--- src/rtl/led_fade_ramp_pkg.sv ---
// Shared constants for the LED fade ramp: register map, default sizes and
// the helper that locates a channel's duty byte inside duty_flat.
package led_fade_ramp_pkg;

    localparam int ADDR_STEP     = 0;
    localparam int ADDR_CH_FIRST = 1;
    localparam int DUTY_W        = 8;
    localparam int N_LED         = 7;
    localparam int ADDR_W        = 8;

    // Channel ch (1-based) occupies duty_flat[duty_msb(ch, w) -: w].
    function automatic int duty_msb(input int ch, input int w);
        return ch * w - 1;
    endfunction

endpackage

--- src/rtl/led_fade_ramp_if.sv ---
// Register-write strobe bus from the SPI slave into the fade ramp.
interface led_fade_ramp_if #(
    parameter int DATA_W = led_fade_ramp_pkg::DUTY_W
);
    import led_fade_ramp_pkg::*;

    logic [ADDR_W-1:0] address;
    logic [DATA_W-1:0] data;
    logic              data_ready;

    modport master (output address, data, data_ready);
    modport slave  (input  address, data, data_ready);

endinterface

--- src/rtl/led_fade_ramp_channel.sv ---
// One fade channel: target register, clamped step toward target on each
// ramp tick, and the step==0 instant-follow path.
module led_fade_ramp_channel
    import led_fade_ramp_pkg::*;
#(
    parameter int WIDTH = DUTY_W
)(
    input  logic             clk,
    input  logic             resetn,
    input  logic             wr_en,
    input  logic [WIDTH-1:0] wr_data,
    input  logic             tick,
    input  logic [WIDTH-1:0] step,
    output logic [WIDTH-1:0] current,
    output logic             busy
);

    logic [WIDTH-1:0] r_target;
    logic [WIDTH-1:0] r_current;
    logic             r_busy;
    logic [WIDTH:0]   w_up;
    logic [WIDTH:0]   w_dn;
    logic [WIDTH-1:0] w_next;

    // One extra bit so overshoot past full scale or below zero is visible.
    assign w_up = {1'b0, r_current} + {1'b0, step};
    assign w_dn = {1'b0, r_current} - {1'b0, step};

    always_comb begin
        w_next = r_current;
        if (step == '0) begin
            w_next = r_target;
        end else if (tick) begin
            if (r_current < r_target) begin
                w_next = (w_up >= {1'b0, r_target}) ? r_target : w_up[WIDTH-1:0];
            end else if (r_current > r_target) begin
                w_next = (w_dn[WIDTH] || (w_dn[WIDTH-1:0] <= r_target)) ? r_target : w_dn[WIDTH-1:0];
            end
        end
    end

    always_ff @(posedge clk or negedge resetn) begin
        if (!resetn) begin
            r_target  <= '0;
            r_current <= '0;
            r_busy    <= 1'b0;
        end else begin
            if (wr_en) begin
                r_target <= wr_data;
            end
            r_current <= w_next;
            r_busy    <= (r_current != r_target);
        end
    end

    assign current = r_current;
    assign busy    = r_busy;

endmodule

--- src/rtl/led_fade_ramp.sv ---
// LED fade ramp top: register decode, shared step and prescaler, and a bank
// of fade channels whose current duties feed the PWM duty inputs.
module led_fade_ramp
    import led_fade_ramp_pkg::*;
#(
    parameter int CHANNELS  = N_LED,
    parameter int WIDTH     = DUTY_W,
    parameter int PRESCALE  = 48000,
    parameter int STEP_ADDR = ADDR_STEP
)(
    input  logic                      clk,
    input  logic                      resetn,
    led_fade_ramp_if.slave            bus,
    output logic [CHANNELS*WIDTH-1:0] duty_flat,
    output logic [CHANNELS-1:0]       busy,
    output logic                      tick
);

    localparam int               CNT_W    = (PRESCALE > 1) ? $clog2(PRESCALE) : 1;
    localparam logic [CNT_W-1:0] CNT_LAST = CNT_W'(PRESCALE - 1);

    logic [CNT_W-1:0]    r_remain;
    logic [CNT_W-1:0]    w_remain_nxt;
    logic                r_tick;
    logic [WIDTH-1:0]    r_step;
    logic                w_step_wr;
    logic [CHANNELS-1:0] w_ch_wr;
    logic [WIDTH-1:0]    w_current [CHANNELS];

    // Down-counter holding cycles left until the tick; tick is registered so
    // it lines up with the cycle the remaining count reaches zero.
    assign w_remain_nxt = (r_remain == '0) ? CNT_LAST : r_remain - 1'b1;

    always_ff @(posedge clk or negedge resetn) begin
        if (!resetn) begin
            r_remain <= CNT_LAST;
            r_tick   <= 1'b0;
        end else begin
            r_remain <= w_remain_nxt;
            r_tick   <= (w_remain_nxt == '0);
        end
    end

    assign w_step_wr = bus.data_ready && (bus.address == ADDR_W'(STEP_ADDR));

    always_ff @(posedge clk or negedge resetn) begin
        if (!resetn) begin
            r_step <= WIDTH'(1);
        end else if (w_step_wr) begin
            r_step <= bus.data;
        end
    end

    for (genvar g = 0; g < CHANNELS; g++) begin : g_ch
        assign w_ch_wr[g] = bus.data_ready && (bus.address == ADDR_W'(g + ADDR_CH_FIRST));

        led_fade_ramp_channel #(
            .WIDTH (WIDTH)
        ) u_ch (
            .clk     (clk),
            .resetn  (resetn),
            .wr_en   (w_ch_wr[g]),
            .wr_data (bus.data),
            .tick    (r_tick),
            .step    (r_step),
            .current (w_current[g]),
            .busy    (busy[g])
        );

        assign duty_flat[duty_msb(g + 1, WIDTH) -: WIDTH] = w_current[g];
    end

    assign tick = r_tick;

endmodule
--- src/flat_wrapper.sv ---
// flat-port wrapper written by rule: the top's interface ports become plain ports
module led_fade_ramp_flat import led_fade_ramp_pkg::*;
#(
    parameter int CHANNELS  = N_LED,
    parameter int WIDTH     = DUTY_W,
    parameter int PRESCALE  = 48000,
    parameter int STEP_ADDR = ADDR_STEP
)
  (clk, resetn, duty_flat, busy, tick, bus_address, bus_data, bus_data_ready);
  led_fade_ramp_if bus_i ();
  input  logic clk;
  input  logic resetn;
  output logic [CHANNELS*WIDTH-1:0] duty_flat;
  output logic [CHANNELS-1:0] busy;
  output logic tick;
  input wire logic [$bits(bus_i.address)-1:0] bus_address;
  input wire logic [$bits(bus_i.data)-1:0] bus_data;
  input wire logic [$bits(bus_i.data_ready)-1:0] bus_data_ready;
  assign bus_i.address = bus_address;
  assign bus_i.data = bus_data;
  assign bus_i.data_ready = bus_data_ready;
  led_fade_ramp #(.CHANNELS(CHANNELS), .WIDTH(WIDTH), .PRESCALE(PRESCALE), .STEP_ADDR(STEP_ADDR)) u_core (.clk(clk), .resetn(resetn), .bus(bus_i), .duty_flat(duty_flat), .busy(busy), .tick(tick));
endmodule
--- config.mk ---
export PLATFORM = sky130hd
export DESIGN_NAME = led_fade_ramp_flat
export DESIGN_NICKNAME = d
export VERILOG_FILES = /design/src/rtl/led_fade_ramp_pkg.sv /design/src/rtl/led_fade_ramp_if.sv /design/src/rtl/led_fade_ramp_channel.sv /design/src/rtl/led_fade_ramp.sv /design/src/flat_wrapper.sv
export SDC_FILE = /design/constraint.sdc
export NUM_CORES = 1
export LEC_CHECK = 0
export CAP_MARGIN = 15
export CORE_ASPECT_RATIO = 1.75
export CORE_MARGIN = 2
export CORE_UTILIZATION = 40
export DETAILED_ROUTE_END_ITERATION = 8
export PLACE_DENSITY = 0.63
export SYNTH_ARGS = -nofsm -noshare
export SYNTH_HDL_FRONTEND = slang
export SYNTH_SLANG_ARGS = --single-unit
--- constraint.sdc ---
create_clock -name clk -period 13.3 [get_ports clk]
set_input_delay 2.66 -clock clk [delete_from_list [all_inputs] [get_ports clk]]
set_output_delay 2.66 -clock clk [all_outputs]
set_load 0.01 [all_outputs]
==> impl_metrics.tcl <==
set metrics [dict create \
    holdWs_ns 0.489 \
    yosysSeqAreaShare_pct 24.3 \
    rrSetupSlack_ns 8.02 \
    nNetsFinal 2048 \
    viasPerCell 6.01 \
    cts.path.max_buffers 2 \
    cts_tree "done" \
    slew_headroom_pct 30.1 \
    io_pins 83 \
    startpoint_type "flip-flop" \
    grt-ovfl-total 0 \
    cts_resized 0 \
    mostFrequentLayoutCells "283 x ha_1, 130 x dfrtp_1, 122 x inv_1" \
    p_leak_nw 7.55 \
    fillers 3647 \
    powerDensity_nw_per_um2 83.7 \
    die_h_um 259 \
    layout_commonest_cell "ha_1" \
    drc 0 \
    fin_skew_ns 0.0138 \
    num_vias 13300 \
    dieArea_sq_um 38800 \
    post-cts-setup-buffer-count 0 \
    antenna_left 0 \
    yosysWarnings 0 \
    r2r-end "u_core.g_ch[4].u_ch.current[3]$_DFFE_PN0P_" \
    ys_seq_elements 144 \
    grt_pass1_wl_um 76100 \
    root_buffer "clkbuf_16" \
    start_util_pct 40.5 \
    synth_cell_type_count 87 \
    hold_class "flip-flop to flip-flop" \
    async_reset_ff_share_pct 100 \
    outcome "completed" \
    coreArea_sq_um 36800 \
    cp-end-kind "flip-flop" \
    synth_edf_count 0 \
    worstPathArrival_ns 5.60 \
    synth_top_area_cell "ha_1" \
    grt_usage_pct 25.7 \
    finalInstanceArea_sq_um 16700 \
    antenna_found_initial 0 \
    firstDrtPassIters 7 \
    cts_buffers 17 \
    r2r_start "u_core.r_step[2]$_DFFE_PN0P_" \
    critPathCapture "u_core.g_ch[4].u_ch.current[3]$_DFFE_PN0P_" \
    dp_hpwl_um 38000 \
    gp_congestion 0.923 \
    syn2layout_area_growth_pct 12.6 \
    final.period_utilization_pct 39.7 \
    wire_per_inst_um 22.2 \
    r2r_cells 15 \
    chipWidth_um 150 \
    finalMaxSlewViolations 0 \
    worst_slew_pin_slew_ns 1.05 \
    min_period_ns 5.28 \
    rows 93 \
    netlist.area_leader.share_pct 23.8 \
    vdd_drop_max_uv 100 \
    wirelength_um 49200 \
    startpoint "u_core.r_step[2]$_DFFE_PN0P_" \
    htree_levels 4 \
    avgSynthCellArea_sq_um 8.90 \
    clk_latency_ns 0.46 \
    clk_pin_slew_ns 0.07 \
    diodes 0 \
    crit_type "flip-flop to flip-flop" \
    cts.sinks 144 \
    fmax_mhz 190 \
    synthCells 1672 \
    critical_path_required_ns 13.62 \
    crit_fanout 9 \
    register_area_sq_um 3620 \
    synth_nets 1988 \
    grt_pass1_vias 13800 \
    final-setup-viol-count 0 \
    hold_buffers 0 \
    drt_iter0_markers 776 \
    multiInputGateArea_sq_um 10600 \
    syn_area_sq_um 14900 \
    max_cap_violations 0 \
    rsz0062_at_grt "false" \
    dpl_cell_area_sq_um 16100 \
    fin_setup_tns_ns 0 \
    grt_max_degree 76 \
    ys.flop_type "dfrtp_1" \
    drive_gt1_share_pct 6.93 \
    synth_area_leaders "ha_1 24%, dfrtp_1 22%, a21oi_1 4.1%, xnor2_1 3.5%, o21ai_0 3.4%" \
    finalHoldViolCount 0 \
    io_buffers 82 \
]
==> per-stage QoR <==
step	utilization (%)	std cells	worst slack, ns	power [mW]
floorplan	-	1672	8.95	0.757
detailed placement	43.9	2188	8.06	0.889
global route	45.5	2220	7.69	1.47
global placement	43.9	2188	8.04	0.882
CTS	45.5	2220	8.06	1.41
finish	45.5	2220	8.02	1.40
==> critical path, cell delays in order, from the launching register on <==
cell and delay [ns]:
dfrtp_1 0.74, inv_1 0.49, ha_1 0.53, nand2b_1 0.20, a21oi_1 0.17, nor2_1 0.09
o31a_1 0.31, xor2_1 0.23, ha_1 0.30, a22o_1 0.21, or4_1 0.39, a31oi_1 0.43
o311a_1 0.51, nor2_2 0.16, a21oi_1 0.26, o221ai_1 0.13
==> report_power, final <==
part	internal [mW]	switching [mW]
Clock	0.301	0.215
Combinational	0.161	0.248
Sequential	0.454	0.0225
==> synthesized netlist by cell type, types with 28 or more instances <==
| master | instances |
|---|---|
| ha_1 | 283 |
| nand2_1 | 116 |
| nand4_1 | 34 |
| inv_1 | 122 |
| a21oi_1 | 121 |
| dfrtp_1 | 130 |
| o21ai_0 | 102 |
| mux2_2 | 37 |
| nor3_1 | 28 |
| nand2b_1 | 30 |
| nor2_1 | 102 |
| nor2b_1 | 39 |
| clkbuf_1 | 32 |
| xnor2_1 | 59 |
| nand3_1 | 30 |
==> state kept, by name (all words and copies together), names as in the netlist <==
| signal | cells |
|---|---|
| u_core.g_ch.u_ch.current | 56 |
| u_core.g_ch.u_ch.r_target | 56 |
| u_core.r_remain | 16 |
| u_core.r_step | 8 |
| u_core.g_ch.u_ch.busy | 7 |
| u_core.tick | 1 |
==> per-layer routing <==
| layer | vias up | wire (um) | GRT usage [%] |
|---|---|---|---|
| met4 | 0 | 3990 | 19.0 |
| met3 | 193 | 1770 | 3.16 |
| met1 | 6441 | 17600 | 26.1 |
| met2 | 412 | 25900 | 47.6 |
| li1 | 6302 | - | - |
| met5 | - | 0 | 0 |
==> layout make-up <==
cell class	instances	area share (%)
clock buffers	20	2.67
clock inverters	12	0.964
inverters	122	2.74
multi-input cells	1356	63.1
flip-flops and latches	144	21.6
well taps	475	3.55
repair buffers	91	5.31
==> worst min-delay path by stage <==
stage / start / slack (ns) / cells after the start / end
after floorplan: u_core.r_remain[0]$_DFF_PN1_ / 0.46 / 1 / u_core.r_remain[0]$_DFF_PN1_
after global placement: u_core.r_remain[0]$_DFF_PN1_ / 0.47 / 1 / u_core.r_remain[0]$_DFF_PN1_
after CTS: u_core.r_remain[0]$_DFF_PN1_ / 0.49 / 1 / u_core.r_remain[0]$_DFF_PN1_
after global routing: u_core.r_remain[0]$_DFF_PN1_ / 0.52 / 1 / u_core.r_remain[0]$_DFF_PN1_
final: u_core.r_remain[0]$_DFF_PN1_ / 0.49 / 1 / u_core.r_remain[0]$_DFF_PN1_
after detailed placement: u_core.r_remain[0]$_DFF_PN1_ / 0.48 / 1 / u_core.r_remain[0]$_DFF_PN1_
==> cells by family after synthesis <==
logic type / count (synthesis) / synth area share (%)
AOI/OAI and AO/OA: 497 / 22.6
xor gates and xnor gates: 83 / 4.89
adders and majority gates: 297 / 25.7
buffers and inverters: 172 / 4.60
DFF: 144 / 24.3
muxes: 43 / 3.20
and+or+nand+nor: 436 / 14.7
No activity file was read; power rests on OpenSTA's default activity.
==> RTL change 1: new RTL, same settings <==
The package constant `N_LED` goes from 7 to 14.
--- a/src/rtl/led_fade_ramp_pkg.sv
+++ b/src/rtl/led_fade_ramp_pkg.sv
@@ -7,3 +7,3 @@
     localparam int DUTY_W        = 8;
-    localparam int N_LED         = 7;
+    localparam int N_LED         = 14;
     localparam int ADDR_W        = 8;
Ports: changed (resized busy and duty_flat); port bits go from 83 to 146. No check against the original RTL was run, so the function may have changed too.
==> RTL change 1 against the original RTL <==
  * Power grew to 3.9 times the old value
  * Synthesized cell count rose by 93%
  * Cell count rose by 93%
  * Cell area grew 93%
  * Worst setup slack better by 0.17 ns
  * Non-clock buffer count rose by 88
  * Sequential cell count is 119 higher
  * Sequential share of layout area fell by 1.2 points
  * Largest cell class unchanged
  * Wire length is 95% higher
  * Area after synthesis grew 94%
==> RTL change 1: results (changes against the original RTL) <==
Post-synthesis sequential area ratio: 0.229 (was 0.243)
Met1 wire length: 35,600 µm (was 17,600 µm)
Met3 routed WL: 4430 µm (was 1770 µm)
Initial antenna violation count: 0 (unchanged)
Drt pass-1 iters: 8 (was 7)
Slowest cell on the critical path: dfstp_2 (was dfrtp_1)
Leak pwr: 14.4 nW (was 7.55 nW)
Vias in the first global route: 25,880 (was 13,817)
IO Port Bufs: 145 (was 82)
Ys async rst share: 1.00 (unchanged)
Global-route wire length before repair: 147,000 µm (was 76,100 µm)
Post-Place Setup Slack: 7.79 ns (was 8.06 ns)
Max clock buf depth: 3 (was 2)
Most Used Layer, Global Route: met2 (unchanged)
WL met2: 48,400 µm (was 25,900 µm)
Largest net degree at the start of global routing: 79 (was 76)
Clock Tree Root: clkbuf_16 (unchanged)
Clk Latency, worst-skew pair: 0.64 ns (was 0.46 ns)
Met3 Use GR: 0.0317 (was 0.0316)
Worst hold path class: reg -> reg (unchanged)
Highest metal used: met4 (unchanged)
Worst-margin pin slew: 1.13 ns (was 1.05 ns)
Resize count post-CTS: 0 (unchanged)
Area after DPL: 0.0312 mm² (was 0.0161 mm²)
Count leader, synth: ha_1 (unchanged)
VDD IR max: 0.116 mV (was 0.100 mV)
Nets: 3,948 (was 2,048)
Top_reg_cell synth: dfrtp_1 (unchanged)
GRT met2 Usage: 0.460 (was 0.476)
Post-CTS setup buffers: 0 (unchanged)
Critical path arrival: 5.60 ns (about the same)
Gp weighted congestion: 0.932 (was 0.923)
EDFF count, synth: 0 (unchanged)
Crit path max fanout: 16 (was 9)
Layout cells sized above 1: 0.0818 (was 0.0693)
Mapped Nets: 3,841 (was 1,988)
Number of buffers created by CTS: 30 (was 17)
Vias after detailed routing: 25,501 (was 13,348)
H-Tree Depth: 1 (was 4)
Largest stage delay, worst path: 0.88 ns (was 0.74 ns)
Synth area leaders: ha_1, dfrtp_1, a21oi_1 (unchanged)
Drt wl/cell: 22.4 µm (was 22.2 µm)
Ys Warns: 0 (unchanged)
Layout Skew: 0.0333 ns (was 0.0138 ns)
Most instantiated cells after synthesis: ha_1, dfrtp_1, inv_1 (unchanged)
Worst path top cell family by delay: compound AO/OA/AOI/OAI gates (unchanged)
Yosys cell types: 109 (was 87)
Status: complete, no violations (unchanged)
Clock-pin slew on the worst setup and hold paths: 0.06 ns
Gr usage total: 0.256 (was 0.257)
Initial DRC Count: 1,413 (was 776)
Diodes inserted: 0 (unchanged)
Dpl hpwl: 73,200 µm (was 38,000 µm)
GR Layer Usage met1: 0.272 (was 0.261)
[RTL change 1: power by group]
| part | internal [mW] | leakage [nW] | switching, mW | total (mW) |
|---|---|---|---|---|
| logic | 1.43 | 10.7 | 1.97 | 3.40 |
| registers | 0.918 | 3.21 | 0.229 | 1.15 |
| clock network | 0.543 | 0.521 | 0.387 | 0.931 |
| total | 2.90 | 14.4 | 2.59 | 5.48 |
[RTL change 1: final cells by class]
type	instances	area [µm²]
sequential	263	6600
fill	6955	39300
inverter	233	875
tap	924	1160
clock buffer	42	846
multi-input combinational	2631	20900
clock inverter	14	236
timing repair buffer	179	1710
[RTL change 1: per-stage QoR]
stage / std cells / util
floorplan: 3231 / -
global placement: 4230 / 0.436
detailed placement: 4230 / 0.436
CTS: 4286 / 0.451
global route: 4286 / 0.451
finish: 4286 / 0.451
[RTL change 1: worst paths after layout]
| path | end | from | slack (ns) | cells after the start |
|---|---|---|---|---|
| max | u_core.g_ch[1].u_ch.current[6] | u_core.r_step[0] | 8.19 | 17 |
| min | u_core.r_remain[0] | u_core.r_remain[0] | 0.48 | 1 |
| max reg2reg | u_core.g_ch[1].u_ch.current[6] | u_core.r_step[0] | 8.19 | 17 |
| min reg2reg | u_core.r_remain[0] | u_core.r_remain[0] | 0.48 | 1 |
| max in group asynchronous | u_core.r_step[1] | resetn | 9.26 | 3 |
| min in group asynchronous | u_core.g_ch[13].u_ch.busy | resetn | 2.01 | 1 |
[RTL change 1: logic make-up after synthesis]
family                     share of synthesized area
buffers and inverters                         0.0480
muxes                                         0.0363
xor gates and xnor gates                      0.0477
adders and majority gates                      0.264
DFF                                            0.229
and+or+nand+nor                                0.151
AOI/OAI and AO/OA                              0.224
==> RTL change 2: new RTL, config.mk and constraints unchanged <==
Made on the original files. Reset style: synchronous (`resetn`), changed in 3 clocked blocks.
--- a/src/rtl/led_fade_ramp_channel.sv
+++ b/src/rtl/led_fade_ramp_channel.sv
@@ -41,3 +41,3 @@
 
-    always_ff @(posedge clk or negedge resetn) begin
+    always_ff @(posedge clk) begin
         if (!resetn) begin
--- a/src/rtl/led_fade_ramp.sv
+++ b/src/rtl/led_fade_ramp.sv
@@ -33,3 +33,3 @@
 
-    always_ff @(posedge clk or negedge resetn) begin
+    always_ff @(posedge clk) begin
         if (!resetn) begin
@@ -45,3 +45,3 @@
 
-    always_ff @(posedge clk or negedge resetn) begin
+    always_ff @(posedge clk) begin
         if (!resetn) begin
Check against the original RTL: differs if resetn is asserted again (counterexample within 4 cycles, from zero or initial values and one cycle with resetn low); with resetn held inactive, the same outputs for 4 cycles.
==> RTL change 2 against the original RTL <==
  * Worst setup slack gained 0.31 ns
  * Area after synthesis up 2.1%
  * Cell count rose by 8.2%
  * Cell area up 1.4%
  * Non-clock buffer count is 3 higher
  * Clock skew is 0.0021 ns lower
  * Wire length up 9.9%
  * Sequential cell count unchanged
  * Critical path type unchanged
  * Critical endpoint is now u_core.g_ch[4].u_ch.current[0]
Power is not compared: it rests on default switching activity, and its combinational part moved more than twofold at a synthesized area within 25%.
==> RTL change 2: results (changes against the original RTL) <==
R2R depth: 15 (unchanged)
Status: complete, no violations (unchanged)
Layout Skew: 0.0117 ns (was 0.0138 ns)
Slowest cell on the critical path: dfxtp_1 (was dfrtp_1)
Dpl hpwl: 42,000 µm (was 38,000 µm)
Most instantiated cells after synthesis: ha_1, nor2_1, dfxtp_1 (was ha_1, dfrtp_1, inv_1)
Post-synthesis mux area share: 0.0476 (was 0.0320)
Largest stage delay, worst path: 0.64 ns (was 0.74 ns)
Synth area leaders: ha_1, dfxtp_1, nor2_1 (was ha_1, dfrtp_1, a21oi_1)
Worst Setup SP: u_core.r_step[2] (unchanged)
Adder-Cell Fraction of Synth Area: 0.252 (was 0.257)
Layout cells sized above 1: 0.0365 (was 0.0693)
Post-synthesis compound-gate area fraction: 0.228 (was 0.226)
Layout fillers: 3,712 (was 3,647)
Initial DRC Count: 907 (was 776)
Ys async rst share: 0 (was 1.00)
Drt pass-1 iters: 5 (was 7)
Yosys cell types: 77 (was 87)
Gp weighted congestion: 0.954 (was 0.923)
Drt wl/cell: 22.5 µm (was 22.2 µm)
Reg-to-Reg End: u_core.g_ch[4].u_ch.current[0] (was u_core.g_ch[4].u_ch.current[3])
Top_reg_cell synth: dfxtp_1 (was dfrtp_1)
Met1 wire length: 18,700 µm (was 17,600 µm)
Mapped Nets: 2,197 (was 1,988)
Gr usage total: 0.275 (was 0.257)
R2r setup slk: 8.34 ns (was 8.02 ns)
WL met2: 28,200 µm (was 25,900 µm)
Global-route wire length before repair: 83,100 µm (was 76,100 µm)
Drt via density: 6.14 (was 6.01)
-- RTL change 2: worst min path at each step --
stage | start | to | slack (ns) | depth (start not counted)
6_report | u_core.r_remain[0] | u_core.r_remain[0] | 0.43 | 1
5_1_grt | u_core.r_remain[0] | u_core.r_remain[0] | 0.47 | 1
3_3_place_gp | u_core.r_remain[0] | u_core.r_remain[0] | 0.42 | 1
2_1_floorplan | u_core.r_remain[0] | u_core.r_remain[0] | 0.39 | 1
4_1_cts | u_core.r_remain[0] | u_core.r_remain[0] | 0.44 | 1
3_5_place_dp | u_core.r_remain[0] | u_core.r_remain[0] | 0.42 | 1
-- RTL change 2: stage by stage --
step	cells	area (µm²)	total power [mW]	hold slack [ns]	setup slack, ns
2_1_floorplan	1881	15200	0.470	0.393	9.03
3_3_place_gp	2368	16300	0.489	0.418	8.37
3_5_place_dp	2368	16300	0.489	0.420	8.31
4_1_cts	2400	17000	1.04	0.435	8.40
5_1_grt	2400	17000	1.06	0.470	7.77
6_report	2402	17000	1.04	0.430	8.34
-- RTL change 2: final cells by class --
cell class,count,area (µm²),area share
diodes,2,5.00,0.000295
clock buffers,20,447,0.0263
repair buffers,94,906,0.0533
well taps,480,601,0.0354
clock inverters,12,206,0.0122
flip-flops and latches,144,2880,0.170
multi-input cells,1529,11500,0.676
inverters,121,454,0.0267
-- RTL change 2: critical path, delay by kind of cell (launching register included) --
kind	cells	cell delay, ns
buf+inv	1	0.36
fa+ha+maj	2	0.86
flops	1	0.64
compound gates	5	1.24
simple gates	7	1.76
-- RTL change 2: cells by family (layout without fill, tap and decap cells) --
family / count (synthesis) / in the layout
AND/OR/NAND/NOR: 550 / 550
AO/OA/AOI/OAI: 523 / 523
adder cells (fa/ha/maj): 297 / 297
buffers and inverters: 208 / 247
flip-flops: 144 / 144
XOR/XNOR: 87 / 87
multiplexers: 72 / 72
other: 0 / 2
-- RTL change 2: routing by layer --
metal,global-route usage,up-vias
met5,0,-
met4,0.230,0
met3,0.0347,250
met2,0.512,538
met1,0.262,6998
li1,-,6951
-- RTL change 2: power breakdown --
part | leakage [nW] | total (mW) | internal (mW) | switching, mW
Clock | 0.315 | 0.560 | 0.340 | 0.220
Combinational | 5.83 | 0.0461 | 0.0156 | 0.0305
Sequential | 1.16 | 0.434 | 0.432 | 0.00156
